<file path="src/rtl/demux_pkg.sv">
// Shared constants for the registered 1-to-2 byte demultiplexer.
package demux_pkg;

  localparam logic CH0      = 1'b0;
  localparam logic CH1      = 1'b1;
  localparam logic MODE_SEL = 1'b0;
  localparam logic MODE_ALT = 1'b1;

  localparam int BYTE_W = 8;
  localparam int CNT_W  = 8;

endpackage

</file>
<file path="src/rtl/demux_reg_if.sv">
// Bus bundle for demux_reg: one input byte stream, two output channels,
// per-channel counters and the round-robin pointer for debug visibility.
//
// Handshake rule (all three streams): a byte transfers on a rising edge
// where valid and ready are both 1. A producer holds valid and data until
// the transfer. in_ready is the only combinational output; it depends on
// mode, sel, the round-robin pointer and y0_ready/y1_ready, never on
// in_valid. y*_valid and y* come straight from registers.
interface demux_reg_if
  import demux_pkg::*;
#(
  parameter int WIDTH = BYTE_W,
  parameter int CW    = CNT_W
) ();

  logic             mode;
  logic             sel;
  logic [WIDTH-1:0] in_data;
  logic             in_valid;
  logic             in_ready;
  logic [WIDTH-1:0] y0;
  logic             y0_valid;
  logic             y0_ready;
  logic [WIDTH-1:0] y1;
  logic             y1_valid;
  logic             y1_ready;
  logic [CW-1:0]    cnt0;
  logic [CW-1:0]    cnt1;
  logic             rr;

  modport master (
    output mode, sel, in_data, in_valid, y0_ready, y1_ready,
    input  in_ready, y0, y0_valid, y1, y1_valid, cnt0, cnt1, rr
  );

  modport slave (
    input  mode, sel, in_data, in_valid, y0_ready, y1_ready,
    output in_ready, y0, y0_valid, y1, y1_valid, cnt0, cnt1, rr
  );

endinterface

</file>
<file path="src/rtl/demux_slot.sv">
// One output channel: data holding register, valid flag and a wrapping
// count of bytes loaded into it.
module demux_slot
  import demux_pkg::*;
#(
  parameter int WIDTH = BYTE_W,
  parameter int CW    = CNT_W
) (
  input  logic             clk,
  input  logic             reset,
  input  logic             load,
  input  logic             ready,
  input  logic [WIDTH-1:0] data,
  output logic [WIDTH-1:0] y,
  output logic             valid,
  output logic [CW-1:0]    cnt
);

  localparam logic [CW-1:0] ONE = {{(CW-1){1'b0}}, 1'b1};

  // Load wins over drain so a full slot can be refilled in the cycle it is
  // emptied; a plain drain only clears valid and leaves y holding.
  always_ff @(posedge clk or posedge reset) begin
    if (reset) begin
      y     <= '0;
      valid <= 1'b0;
      cnt   <= '0;
    end else if (load) begin
      y     <= data;
      valid <= 1'b1;
      cnt   <= cnt + ONE;
    end else if (valid && ready) begin
      valid <= 1'b0;
    end
  end

endmodule

</file>
<file path="src/rtl/demux_reg.sv">
// Registered 1-to-2 byte demultiplexer. Each accepted byte is steered to
// channel sel (explicit mode) or to alternating channels (round-robin mode).
module demux_reg
  import demux_pkg::*;
#(
  parameter int WIDTH = BYTE_W,
  parameter int CW    = CNT_W
) (
  input  logic        clk,
  input  logic        reset,
  demux_reg_if.slave  bus
);

  logic rr;
  logic tgt;
  logic tgt_free;
  logic accept;
  logic load0;
  logic load1;

  // Target channel and whether it can take a byte this cycle: it is free
  // when empty or when its consumer is taking the held byte now.
  always_comb begin
    tgt      = (bus.mode == MODE_ALT) ? rr : bus.sel;
    tgt_free = (tgt == CH0) ? (~bus.y0_valid | bus.y0_ready)
                            : (~bus.y1_valid | bus.y1_ready);
  end

  assign bus.in_ready = tgt_free;
  assign accept       = bus.in_valid & tgt_free;
  assign load0        = accept & (tgt == CH0);
  assign load1        = accept & (tgt == CH1);
  assign bus.rr       = rr;

  // Round-robin pointer advances only on an accepted byte in alternate mode,
  // so a stall or a spell in explicit mode resumes where it left off.
  always_ff @(posedge clk or posedge reset) begin
    if (reset) begin
      rr <= CH0;
    end else if (accept && (bus.mode == MODE_ALT)) begin
      rr <= ~rr;
    end
  end

  demux_slot #(.WIDTH(WIDTH), .CW(CW)) u_slot0 (
    .clk   (clk),
    .reset (reset),
    .load  (load0),
    .ready (bus.y0_ready),
    .data  (bus.in_data),
    .y     (bus.y0),
    .valid (bus.y0_valid),
    .cnt   (bus.cnt0)
  );

  demux_slot #(.WIDTH(WIDTH), .CW(CW)) u_slot1 (
    .clk   (clk),
    .reset (reset),
    .load  (load1),
    .ready (bus.y1_ready),
    .data  (bus.in_data),
    .y     (bus.y1),
    .valid (bus.y1_valid),
    .cnt   (bus.cnt1)
  );

endmodule

</file>
<file path="src/flat_wrapper.sv">
// flat-port wrapper written by rule: the top's interface ports become plain ports
module demux_reg_flat import demux_pkg::*;
#(
  parameter int WIDTH = BYTE_W,
  parameter int CW    = CNT_W
)
  (clk, reset, bus_mode, bus_sel, bus_in_data, bus_in_valid, bus_y0_ready, bus_y1_ready, bus_in_ready, bus_y0, bus_y0_valid, bus_y1, bus_y1_valid, bus_cnt0, bus_cnt1, bus_rr);
  demux_reg_if #(.WIDTH(WIDTH), .CW(CW)) bus_i ();
  input  logic clk;
  input  logic reset;
  input wire logic [$bits(bus_i.mode)-1:0] bus_mode;
  input wire logic [$bits(bus_i.sel)-1:0] bus_sel;
  input wire logic [$bits(bus_i.in_data)-1:0] bus_in_data;
  input wire logic [$bits(bus_i.in_valid)-1:0] bus_in_valid;
  input wire logic [$bits(bus_i.y0_ready)-1:0] bus_y0_ready;
  input wire logic [$bits(bus_i.y1_ready)-1:0] bus_y1_ready;
  output wire logic [$bits(bus_i.in_ready)-1:0] bus_in_ready;
  output wire logic [$bits(bus_i.y0)-1:0] bus_y0;
  output wire logic [$bits(bus_i.y0_valid)-1:0] bus_y0_valid;
  output wire logic [$bits(bus_i.y1)-1:0] bus_y1;
  output wire logic [$bits(bus_i.y1_valid)-1:0] bus_y1_valid;
  output wire logic [$bits(bus_i.cnt0)-1:0] bus_cnt0;
  output wire logic [$bits(bus_i.cnt1)-1:0] bus_cnt1;
  output wire logic [$bits(bus_i.rr)-1:0] bus_rr;
  assign bus_i.mode = bus_mode;
  assign bus_i.sel = bus_sel;
  assign bus_i.in_data = bus_in_data;
  assign bus_i.in_valid = bus_in_valid;
  assign bus_i.y0_ready = bus_y0_ready;
  assign bus_i.y1_ready = bus_y1_ready;
  assign bus_in_ready = bus_i.in_ready;
  assign bus_y0 = bus_i.y0;
  assign bus_y0_valid = bus_i.y0_valid;
  assign bus_y1 = bus_i.y1;
  assign bus_y1_valid = bus_i.y1_valid;
  assign bus_cnt0 = bus_i.cnt0;
  assign bus_cnt1 = bus_i.cnt1;
  assign bus_rr = bus_i.rr;
  demux_reg #(.WIDTH(WIDTH), .CW(CW)) u_core (.clk(clk), .reset(reset), .bus(bus_i));
endmodule
</file>
<file path="config.mk">
export PLATFORM = sky130hd
export DESIGN_NAME = demux_reg_flat
export DESIGN_NICKNAME = d
export VERILOG_FILES = /design/src/rtl/demux_pkg.sv /design/src/rtl/demux_reg_if.sv /design/src/rtl/demux_slot.sv /design/src/rtl/demux_reg.sv /design/src/flat_wrapper.sv
export SDC_FILE = /design/constraint.sdc
export NUM_CORES = 1
export LEC_CHECK = 0
export CAP_MARGIN = 20
export CORE_ASPECT_RATIO = 0.9
export CORE_MARGIN = 1
export CORE_UTILIZATION = 44
export CTS_CLUSTER_SIZE = 28
export DETAILED_ROUTE_END_ITERATION = 10
export PLACE_DENSITY = 0.78
export SYNTH_ARGS = -nofsm -noshare
export SYNTH_HDL_FRONTEND = slang
export SYNTH_SLANG_ARGS = --single-unit
</file>
<file path="constraint.sdc">
create_clock -name clk -period 1.78 [get_ports clk]
set_input_delay 0.356 -clock clk [delete_from_list [all_inputs] [get_ports clk]]
set_output_delay 0.356 -clock clk [all_outputs]
set_load 0.05 [all_outputs]
</file>
==> flow_summary.toml <==
[global_route]
top_usage_layer = "met2"
grt_max_degree = 36
grtUsageTotal_pct = 19.4
grt_use_met3_pct = 7.32
grt_use_met1_pct = 25.1
grt.overflow.total = 0
grt_pass1_vias = 1123
met2_usage_pct = 30.1
grt_antenna_before_repair = 0
grt_first_pass_wirelength_mm = 5.27

[timing]
setup_viol = 0
fin_ws_ns = 0.0101
fmax_mhz = 565
finalCritPeriodShare_pct = 99.4
hold_viol = 0
worstMarginPinSlew_ns = 0.434
rsz0062_at_grt = "true"
min_period_ns = 1.77
max-slew-margin-rel_pct = 71.1
drv_slew = 0
skew_ns = 0.00618

[worst_setup_path]
criticalPathCategory = "input port to primary output"
arrival_ns = 1.41
worstSetupStartpoint = "bus_y0_ready"
path_max_fanout = 4
reg2reg_from = "u_core.bus.rr$_DFFE_PP0P_"
worst_setup_path_start_kind = "input port"
crit_path_end_kind = "primary output"
cp.required_ns = 1.42

[placement]
gp_congestion = 0.765
hpwlAfterDp_mm = 2.30
io_buffers = 50
place_ws_ns = -0.309

[synthesis]
synth_area_um2 = 1470
synthXorXnorAreaFrac_pct = 8.36
synth_top_cell_area_share_pct = 59.7
synth_top_family_by_area = "simple AND/OR/NAND/NOR gates"
synth-seq-area-share_pct = 59.7
yosys.area_share.adder_pct = 1.71
synthMuxAreaShare_pct = 8.62
yosysUniqueCellTypes = 23
yosysTopAreaCell = "dfrtp_1"
yosysWarnings = 0
ys_ff_latch = 35
synthCells = 124
synth_compound_area_share_pct = 1.02
synth-simple-area-share_pct = 18.6
synth_nets = 141
synth_area_per_cell_um2 = 11.8
synth_area_leaders = "dfrtp_1 60%, nand2_1 9.0%, xnor2_1 4.8%, mux2_1 4.6%, xor2_1 3.6%"

[clock_tree]
clk_latency_ns = 0.28
clock_sinks = 35
h-tree-depth = 2
cts_tree = "done"
path_clk_slew_ns = 0.07
root_buffer = "clkbuf_8"
clockBufferDepth = 2
cts_buffers = 5

[run_status]
status = "complete, no violations"

[power_and_ir_drop]
finalPower_mw = 3.97
power_density_nw_per_um2 = 1860
p_leak_nw = 1.04
vdd_ir_drop_max_v = 0.00102

[routing]
vias = 1129
vias_per_cell = 4.82
routed_wl_mm = 3.12
drt-pass1-iter-count = 4
initialDrtViolationCount = 23
drcViolationCount = 0
antenna_left = 0
routedWlPerCell_um = 13.3

[worst_hold_path]
hold_path_class = "input port to asynchronous set/reset pin"

[floorplanning]
rows = 19
start_util_pct = 47.1
io_pins = 51
die_h_um = 56.8
core_area_um2 = 3110
chipWidth_um = 62.9
die_area_um2 = 3570

[cells_and_area]
nets = 208
post-route-util_pct = 68.7
n_antenna_cell = 0
area_delta_synth_final_pct = 45.8
drive_above_1_share_pct = 34.9

[job]
cap_violations = 0
[through the flow]
stage | cell area, um2 | instances | setup TNS (ns) | hold slack (ns)
6_report | 2140 | 234 | 0 | 0.470
5_1_grt | 2140 | 234 | -0.0229 | 0.503
4_1_cts | 2130 | 233 | 0 | 0.478
3_5_place_dp | 2020 | 224 | -6.54 | 0.463
3_3_place_gp | 2020 | 224 | -4.58 | 0.458
2_1_floorplan | 1470 | 124 | 0 | 0.461
[metal layers]
| layer | vias to the layer above | wire length [um] |
|---|---|---|
| li1 | 551 | - |
| met1 | 535 | 1350 |
| met2 | 38 | 1510 |
| met3 | 5 | 225 |
| met4 | 0 | 33 |
| met5 | - | 0 |
[sequential cells by signal, summed over array words and instances, names as in the netlist]
register              cells
u_core.u_slot0.valid      1
u_core.u_slot0.y          8
u_core.u_slot1.cnt        8
u_core.u_slot1.valid      1
u_core.u_slot0.cnt        8
u_core.bus.rr             1
u_core.u_slot1.y          8
[report_power, final]
group / total, mW / internal, mW / switching, mW
combinational: 2.08 / 0.680 / 1.40
clock: 0.557 / 0.272 / 0.286
sequential: 1.33 / 1.08 / 0.256
[kinds of logic after synthesis]
logic type	count (synthesis)
adders and majority gates	2
DFF	35
and+or+nand+nor	55
muxes	11
AOI/OAI and AO/OA	2
buffers and inverters	5
xor gates and xnor gates	14
[synth_stat cells]
cell type / n
buf_2: 2
nor2_1: 2
buf_6: 1
nor4_2: 2
and4_1: 1
and3b_1: 1
nand2b_1: 2
xnor2_1: 8
nand3_1: 4
inv_1: 2
ha_1: 2
xor2_1: 6
dfrtp_1: 35
nand3_4: 1
mux2i_2: 1
nor3_1: 3
mux2_1: 6
mux2_2: 4
a31oi_1: 1
nand2_1: 35
nand3b_1: 1
nand4_1: 3
a41oi_1: 1
[path summary, 6_finish.rpt]
| path | end | slack, ns | depth (start not counted) |
|---|---|---|---|
| max reg2reg | u_core.u_slot0.cnt[5]$_DFFE_PP0P_ | 0.10 | 7 |
| min in group clk | u_core.u_slot1.cnt[7]$_DFFE_PP0P_ | 0.47 | 1 |
| max | bus_in_ready | 0.01 | 4 |
| min | u_core.u_slot1.y[0]$_DFFE_PP0P_ | 0.47 | 3 |
| max in group asynchronous | u_core.u_slot0.cnt[7]$_DFFE_PP0P_ | 1.00 | 3 |
| min reg2reg | u_core.u_slot1.cnt[7]$_DFFE_PP0P_ | 0.47 | 1 |
[worst max-delay path, cell delays in order]
cell	delay [ns]
clkdlybuf4s50_1	0.39
nand2b_2	0.23
mux2_4	0.29
buf_8	0.15
[placed cells by master, fill, tap and decap left out]
cell and instances:
buf_4 46, nand2_1 35, dfrtp_1 35, clkdlybuf4s50_1 12, xnor2_1 8, xor2_1 6, mux2_1 6, clkbuf_8 5
nand3_1 4, mux2_2 3, nand4_1 3, nor3_1 3, inv_1 2, nor4_2 2, nor2_1 2, ha_1 2
clkinvlp_4 2, dlygate4sd2_1 2, buf_12 2, mux2i_2 1, nand2b_2 1, nand3_4 1, nand2b_4 1, a31oi_1 1
a41oi_1 1, nand3b_1 1, and3b_1 1, mux2_4 1, and4_1 1, clkinv_2 1, buf_8 1
[timing repair]
action	4_1_cts	5_1_grt
buffers inserted	1	1
resized for setup	8	0
endpoints found under the hold margin	0	0
hold buffers	0	0
cloned	0	0
endpoints found under the setup margin	2	1
[cell type report]
| type | instances | area, um2 |
|---|---|---|
| Sequential cell | 35 | 876 |
| Clock buffer | 5 | 68.8 |
| Multi-Input combinational cell | 84 | 576 |
| Tap cell | 42 | 52.6 |
| Fill cell | 244 | 976 |
| Clock inverter | 3 | 20.0 |
| Timing Repair Buffer | 63 | 538 |
| Inverter | 2 | 7.51 |
No activity file was read; power rests on OpenSTA's default activity.
